<file path="config.mk">
export PLATFORM = sky130hd
export DESIGN_NAME = store_buffer
export DESIGN_NICKNAME = d
export VERILOG_FILES = /design/src/rtl/store_buffer.sv
export SDC_FILE = /design/constraint.sdc
export NUM_CORES = 1
export LEC_CHECK = 0
export CAP_MARGIN = 0
export CORE_ASPECT_RATIO = 0.6
export CORE_MARGIN = 4
export CORE_UTILIZATION = 55
export DETAILED_ROUTE_END_ITERATION = 8
export PLACE_DENSITY = 0.8
export SLEW_MARGIN = 25
export SYNTH_ARGS = -nofsm -noshare
export SYNTH_HDL_FRONTEND = slang
export SYNTH_SLANG_ARGS = --single-unit
</file>
<file path="constraint.sdc">
create_clock -name clk -period 3.5 [get_ports clk]
set_clock_uncertainty 0.2 [all_clocks]
set_input_delay 0.525 -clock clk [delete_from_list [all_inputs] [get_ports clk]]
set_output_delay 0.525 -clock clk [all_outputs]
set_load 0.01 [all_outputs]
</file>
<file path="src/rtl/store_buffer.sv">
// Posted-write store buffer sitting in front of the data memory.
// Stores are queued in a small FIFO and drained to MEM whenever the shared
// memory port is not busy with a load. Loads forward the youngest pending
// store whose low address bits match; otherwise they see MEM's read data.
module store_buffer #(
    parameter int DEPTH          = 4,
    parameter int DATA_WIDTH     = 8,
    parameter int DATA_DIR_WIDTH = 8,
    parameter int MATCH_WIDTH    = 2
) (
    input  logic                      clk,
    input  logic                      rst,
    input  logic                      MemWrite,
    input  logic                      MemRead,
    input  logic [DATA_DIR_WIDTH-1:0] Address,
    input  logic [DATA_WIDTH-1:0]     WriteData,
    input  logic                      drain_req,
    output logic [DATA_WIDTH-1:0]     ReadData,
    output logic                      stall,
    output logic                      empty,
    output logic                      mem_write,
    output logic                      mem_read,
    output logic [DATA_DIR_WIDTH-1:0] mem_addr,
    output logic [DATA_WIDTH-1:0]     mem_wdata,
    input  logic [DATA_WIDTH-1:0]     mem_rdata
);

    localparam int PTR_W = $clog2(DEPTH);
    localparam int CNT_W = PTR_W + 1;
    localparam logic [CNT_W-1:0] FULL_COUNT = CNT_W'(DEPTH);

    logic [DATA_DIR_WIDTH-1:0] entryAddr [DEPTH];
    logic [DATA_WIDTH-1:0]     entryData [DEPTH];

    logic [PTR_W-1:0] headPtr, headNext;
    logic [PTR_W-1:0] tailPtr, tailNext;
    logic [CNT_W-1:0] count, countNext;

    logic full;
    logic drain;
    logic accept;
    logic hit;
    logic [DATA_WIDTH-1:0] fwdData;

    assign full  = (count == FULL_COUNT);
    assign empty = (count == '0);

    // The port belongs to a load when one is present; otherwise drain the head.
    assign drain = !MemRead && !empty;

    assign stall = (MemRead && MemWrite && full) || (drain_req && !empty);

    // A full buffer can still take a store if the head leaves in the same cycle.
    assign accept = MemWrite && !stall && (!full || drain);

    // Memory port arbitration; mem_read is held off while reset is asserted.
    always_comb begin
        mem_read  = MemRead && !rst;
        mem_write = drain;
        mem_addr  = Address;
        mem_wdata = '0;
        if (drain) begin
            mem_addr  = entryAddr[headPtr];
            mem_wdata = entryData[headPtr];
        end
    end

    // Forwarding search, oldest to youngest so the youngest hit wins.
    always_comb begin
        logic [PTR_W-1:0] idx;
        hit     = 1'b0;
        fwdData = '0;
        idx     = '0;
        for (int k = 0; k < DEPTH; k++) begin
            idx = headPtr + PTR_W'(k);
            if ((CNT_W'(k) < count) &&
                (entryAddr[idx][MATCH_WIDTH-1:0] == Address[MATCH_WIDTH-1:0])) begin
                hit     = 1'b1;
                fwdData = entryData[idx];
            end
        end
    end

    // Load result: forwarded data, else memory data, else zero when idle.
    always_comb begin
        ReadData = '0;
        if (MemRead) begin
            ReadData = hit ? fwdData : mem_rdata;
        end
    end

    // Next-state for pointers and occupancy.
    always_comb begin
        headNext  = headPtr;
        tailNext  = tailPtr;
        countNext = count;
        if (drain) begin
            headNext = headPtr + PTR_W'(1);
        end
        if (accept) begin
            tailNext = tailPtr + PTR_W'(1);
        end
        case ({accept, drain})
            2'b10:   countNext = count + CNT_W'(1);
            2'b01:   countNext = count - CNT_W'(1);
            default: countNext = count;
        endcase
    end

    // Pointer and count registers; reset discards every pending store.
    always_ff @(posedge clk or posedge rst) begin
        if (rst) begin
            headPtr <= '0;
            tailPtr <= '0;
            count   <= '0;
        end else begin
            headPtr <= headNext;
            tailPtr <= tailNext;
            count   <= countNext;
        end
    end

    // Entry storage; contents are meaningless unless covered by count.
    always_ff @(posedge clk) begin
        if (accept) begin
            entryAddr[tailPtr] <= Address;
            entryData[tailPtr] <= WriteData;
        end
    end

endmodule

</file>
### After elaboration in Yosys (flattened, before gate mapping)

Memory sizes are Yosys's and may differ from the RTL's.
Cells that the tools add are included.
Widths: inputs -> output; s select.

* flip-flop bits (word level): 7
* memory bits (writable): 64
* input port bits: 29
* output and inout bits: 28
* logic and storage cells: 57
* memories: 2

Memory list
* entryAddr: words 4, width 8, read ports 4, clocked after memory_dff 0, write ports 1, RTL line 32 `logic [DATA_DIR_WIDTH-1:0] entryAddr [DEPTH];`
* entryData: words 4, width 8, read ports 4, clocked after memory_dff 0, write ports 1, RTL line 33 `logic [DATA_WIDTH-1:0] entryData [DEPTH];`

* add/subtract/negate cells: 6
* order comparisons: 4
* eq/ne operators: 7
* multiplexer cells: 15
* reduce and logical (&&, ||, !) cells: 20

Operators by type and width (count)
* $mux 8: 8
* $logic_and 1x1->1: 11
* $eq 2x2->1: 4
* $lt 1x3->1 const A: 2
* $lt 2x3->1 const A: 2
* $mux 1: 6
* $pmux 3 s2: 1
* $logic_not 1->1: 5
* $add 2x1->2 const B: 2
* $add 2x2->2 const B: 2
* $add 3x1->3 const B: 1
* $eq 3x3->1 const B: 1
* $logic_not 3->1: 1
* $sub 3x1->3 const B: 1
* $eq 2x1->1 const B: 1
* $eq 2x2->1 const B: 1
* $logic_or 1x1->1: 2
* $reduce_bool 2->1: 1

### Longest topological paths before layout

* depth after elaboration: 9
* mapped depth: 9
* depth with buffers taken out: 9

### Least setup slack after synthesis

No wires, ideal clock.

* path type: flip-flop to output port
* start point: register headPtr[0]
* end point: output ReadData[0]
* arrival time: 2.111 ns
* required time: 2.775 ns
* slack: 0.664 ns
* stages on the path, launching flop included: 7
* buffers on the path: 1
* cells stage by stage: dfrtp_1 > mux4_1 > xnor2_1 > o211ai_2 > and4_4 > buf_6 > o311a_1

* word-level cells in the longest chain between the ends: 9
* elaborated cells between the ends (all ways): 23
* those cells by class: add/sub (3); eq/ne (4); mux (10); reduce/logical (4); memory (2)

RTL lines
* start, declared: RTL line 35 `logic [PTR_W-1:0] headPtr, headNext;`
* start signal, assigned: RTL line 117 `headPtr <= headNext;`
* $add 2x1->2 / $mem_v2 4x8 (equally long branches)
* $mem_v2 4x8 / $eq 2x2->1 (equally long branches)
* $eq 2x2->1 / $logic_and 1x1->1 (equally long branches): RTL line 77, 76
* $logic_and 1x1->1, or another cell as far along: RTL line 76 `if ((CNT_W'(k) < count) &&`
* $mux 8 / $mux 1 (equally long branches) (3 in a row): RTL line 76
* $mux 8 *: RTL line 88 `ReadData = hit ? fwdData : mem_rdata;`
* $mux 8 *: RTL line 87 `if (MemRead) begin`
* end, declared: RTL line 18 `output logic [DATA_WIDTH-1:0] ReadData,`

Every way passes the cells marked *; elsewhere a longest branch is shown, timed or not.

### Worst setup path after layout

Same ends and word-level chain as after synthesis.

==> results.json <==
{
  "clock_sinks": 71,
  "async_flop_share": 0.0986,
  "grt_pass1_wl_mm": 15.0,
  "wl_per_cell_um": 20.8,
  "die_y_um": 75.4,
  "path_class": "register to output pin",
  "p_per_area_nw_per_um2": 917,
  "drv_slew": 0,
  "syn_area_um2": 4170,
  "drc_errors": 0,
  "required_ps": 2770,
  "cts.path.max_buffers": 2,
  "drtIter0Drc": 286,
  "layout_commonest_cell": "edfxtp_1",
  "cap_viol_max_count": 0,
  "reg2reg_to": "count[2]",
  "fp-row-count": 24,
  "numCtsBuffers": 9,
  "outcome": "finished, violations left",
  "rsz0062_at_grt": "yes",
  "hold_class": "input port to async pin",
  "ys_ff_latch": 71,
  "yosys_most_used_dff": "edfxtp_1",
  "maxSlewHeadroom": 0.644,
  "dr.pass1.iters": 4,
  "cts.root.buffer_cell": "clkbuf_16",
  "cts_tree": "yes",
  "path_max_fanout": 6,
  "track_usage": 0.225,
  "synthesis.nets": 304,
  "seq_area_frac_synth": 0.503,
  "finalSetupViolations": 1,
  "antenna_cells": 0,
  "pin_count": 57,
  "placed_area_um2": 4960,
  "syn_avg_cell_area_um2": 15.7,
  "numPortBuffers": 56,
  "start_util": 0.569,
  "grt_max_degree": 39,
  "drive_gt1_frac": 0.323,
  "core_um2": 7330,
  "worst_pin_slew_ps": 534,
  "dp_hpwl_mm": 6.14,
  "netlist_instances": 266,
  "worstSetupStartpointType": "register",
  "crit_path_start": "headPtr[0]",
  "gp_congestion": 0.800,
  "fin_nets": 381,
  "power_frac_clock": 0.198,
  "post-route-period-util": 1.01,
  "synth_cell_types": 34,
  "violations": "negative setup slack",
  "layout_common_cells": "64 x edfxtp_1, 48 x clkdlybuf4s50_1, 46 x mux4_2",
  "overflow": 0,
  "r2r_cells": 10,
  "pwr-share-comb": 0.554,
  "clk_pin_slew_ps": 60,
  "via_per_inst": 5.97,
  "hold_viol": 0,
  "drt-total-wl_mm": 9.40,
  "die_width_um": 120,
  "pre_cts_ws_ps": -27.2,
  "p_leak_nw": 1.93,
  "grt_pass1_vias": 2718,
  "antenna_found_initial": 0,
  "reg2reg_from": "count[0]",
  "min_period_ps": 3520,
  "design_area_um2": 5360,
  "ir_worst_vdd_mv": 0.468,
  "fmax_mhz": 284,
  "end_kind": "output pin",
  "hold_buffers": 0,
  "r2r_slack_ps": 1000,
  "yosysWarnings": 0,
  "switching_power_mw": 1.69,
  "seqPwrFrac": 0.248,
  "clock_latency_ps": 330,
  "htreeDepth": 3,
  "via_count": 2691,
  "synth_edf_count": 64,
  "setup_ws_ps": -17.7,
  "dieArea_um2": 9080,
  "arrival_ps": 2790,
  "ant_nets": 0,
  "p_int_mw": 3.23,
  "netSwitchingFraction": 0.343,
  "synthToLayoutAreaGrowth_pct": 28.6
}
## worst max-delay path, cell delays in order (launching register included)
cell      delay (ps)
dfrtp_2          450
mux4_2           570
xor2_1           180
or3_1            330
and4_4           210
buf_12           130
buf_4            120
o311a_1          340
clkbuf_2         130
## Yosys cell counts, types with 3 or more instances
| master | count | area, µm² |
|---|---|---|
| inv_1 | 7 | 26.3 |
| o21ai_0 | 9 | 45.0 |
| a31oi_1 | 9 | 56.3 |
| nor2_1 | 3 | 11.3 |
| nand2_1 | 12 | 45.0 |
| xnor2_1 | 9 | 78.8 |
| dfrtp_1 | 7 | 175 |
| nand3_1 | 8 | 40.0 |
| ha_1 | 9 | 113 |
| a21oi_1 | 4 | 20.0 |
| xor2_1 | 3 | 26.3 |
| o311a_1 | 8 | 80.1 |
| mux4_2 | 45 | 1010 |
| buf_2 | 5 | 25.0 |
| mux2_2 | 7 | 78.8 |
| clkbuf_1 | 9 | 33.8 |
| or2b_1 | 6 | 45.0 |
| edfxtp_1 | 64 | 1920 |
| nor2b_1 | 10 | 62.6 |
| buf_6 | 3 | 33.8 |
| and2_1 | 12 | 75.1 |
## sequential cells by signal (all words and copies together), names as in the netlist
signal,flops
tailPtr,2
headPtr,2
count,3
entryAddr,32
entryData,32
## layout make-up
type	count	area (µm²)
Clock buffer	9	225
Inverter	7	26.3
Clock inverter	6	93.8
Tap cell	104	130
Multi-Input combinational cell	170	1960
Timing Repair Buffer	84	823
Sequential cell	71	2100
Fill cell	490	1960
## through the flow
| step | utilization | power, mW | hold WS (ps) | setup TNS (ps) | std cells |
|---|---|---|---|---|---|
| 6_report | 0.732 | 4.92 | 280 | -17.7 | 451 |
| 5_1_grt | 0.732 | 5.21 | 316 | -126 | 451 |
| 4_1_cts | 0.726 | 4.82 | 289 | -758 | 447 |
| 3_5_place_dp | 0.677 | 3.77 | 366 | -32.2 | 428 |
| 3_3_place_gp | 0.677 | 3.71 | 365 | 0 | 428 |
| 2_1_floorplan | - | 2.95 | 128 | 0 | 266 |
## worst max-delay path by stage
stage                     slack (ps)  cells after the start           to
after floorplan                  660                      6  ReadData[0]
final                            -20                      8  ReadData[0]
after global routing             -90                      8  ReadData[0]
after CTS                       -170                      7  ReadData[0]
after global placement            10                      7  ReadData[3]
after detailed placement         -30                      8  ReadData[7]
## timing repair
action | 4_1_cts | 5_1_grt
buffers inserted | 4 | 4
gates resized for setup | 10 | 20
pin swaps | 1 | 4
endpoints found under the setup margin | 8 | 11
## cells by family after synthesis
logic type | count (synthesis) | share of synthesized area
DFF | 71 | 0.503
buffers and inverters | 25 | 0.0303
and+or+nand+nor | 58 | 0.0789
muxes | 54 | 0.271
adders and majority gates | 9 | 0.0270
xor gates and xnor gates | 13 | 0.0291
AOI/OAI and AO/OA | 36 | 0.0609
## metal layers
layer	share of wire	up-vias	wire length [µm]	track usage
li1	-	1230	-	-
met1	0.43	1342	4050	0.302
met2	0.47	105	4460	0.361
met3	0.080	14	756	0.0579
met4	0.013	0	126	0.0917
met5	0	-	0	0
## power by group through the flow
stage / Sequential [mW] / Clock (mW) / Combinational [mW]
5_1_grt: 1.24 / 1.03 / 2.93
3_3_place_gp: 1.22 / 0 / 2.49
4_1_cts: 1.22 / 0.988 / 2.62
2_1_floorplan: 1.17 / 0 / 1.78
6_report: 1.22 / 0.975 / 2.73
3_5_place_dp: 1.23 / 0 / 2.54
Power figures use the tool's default switching activity.
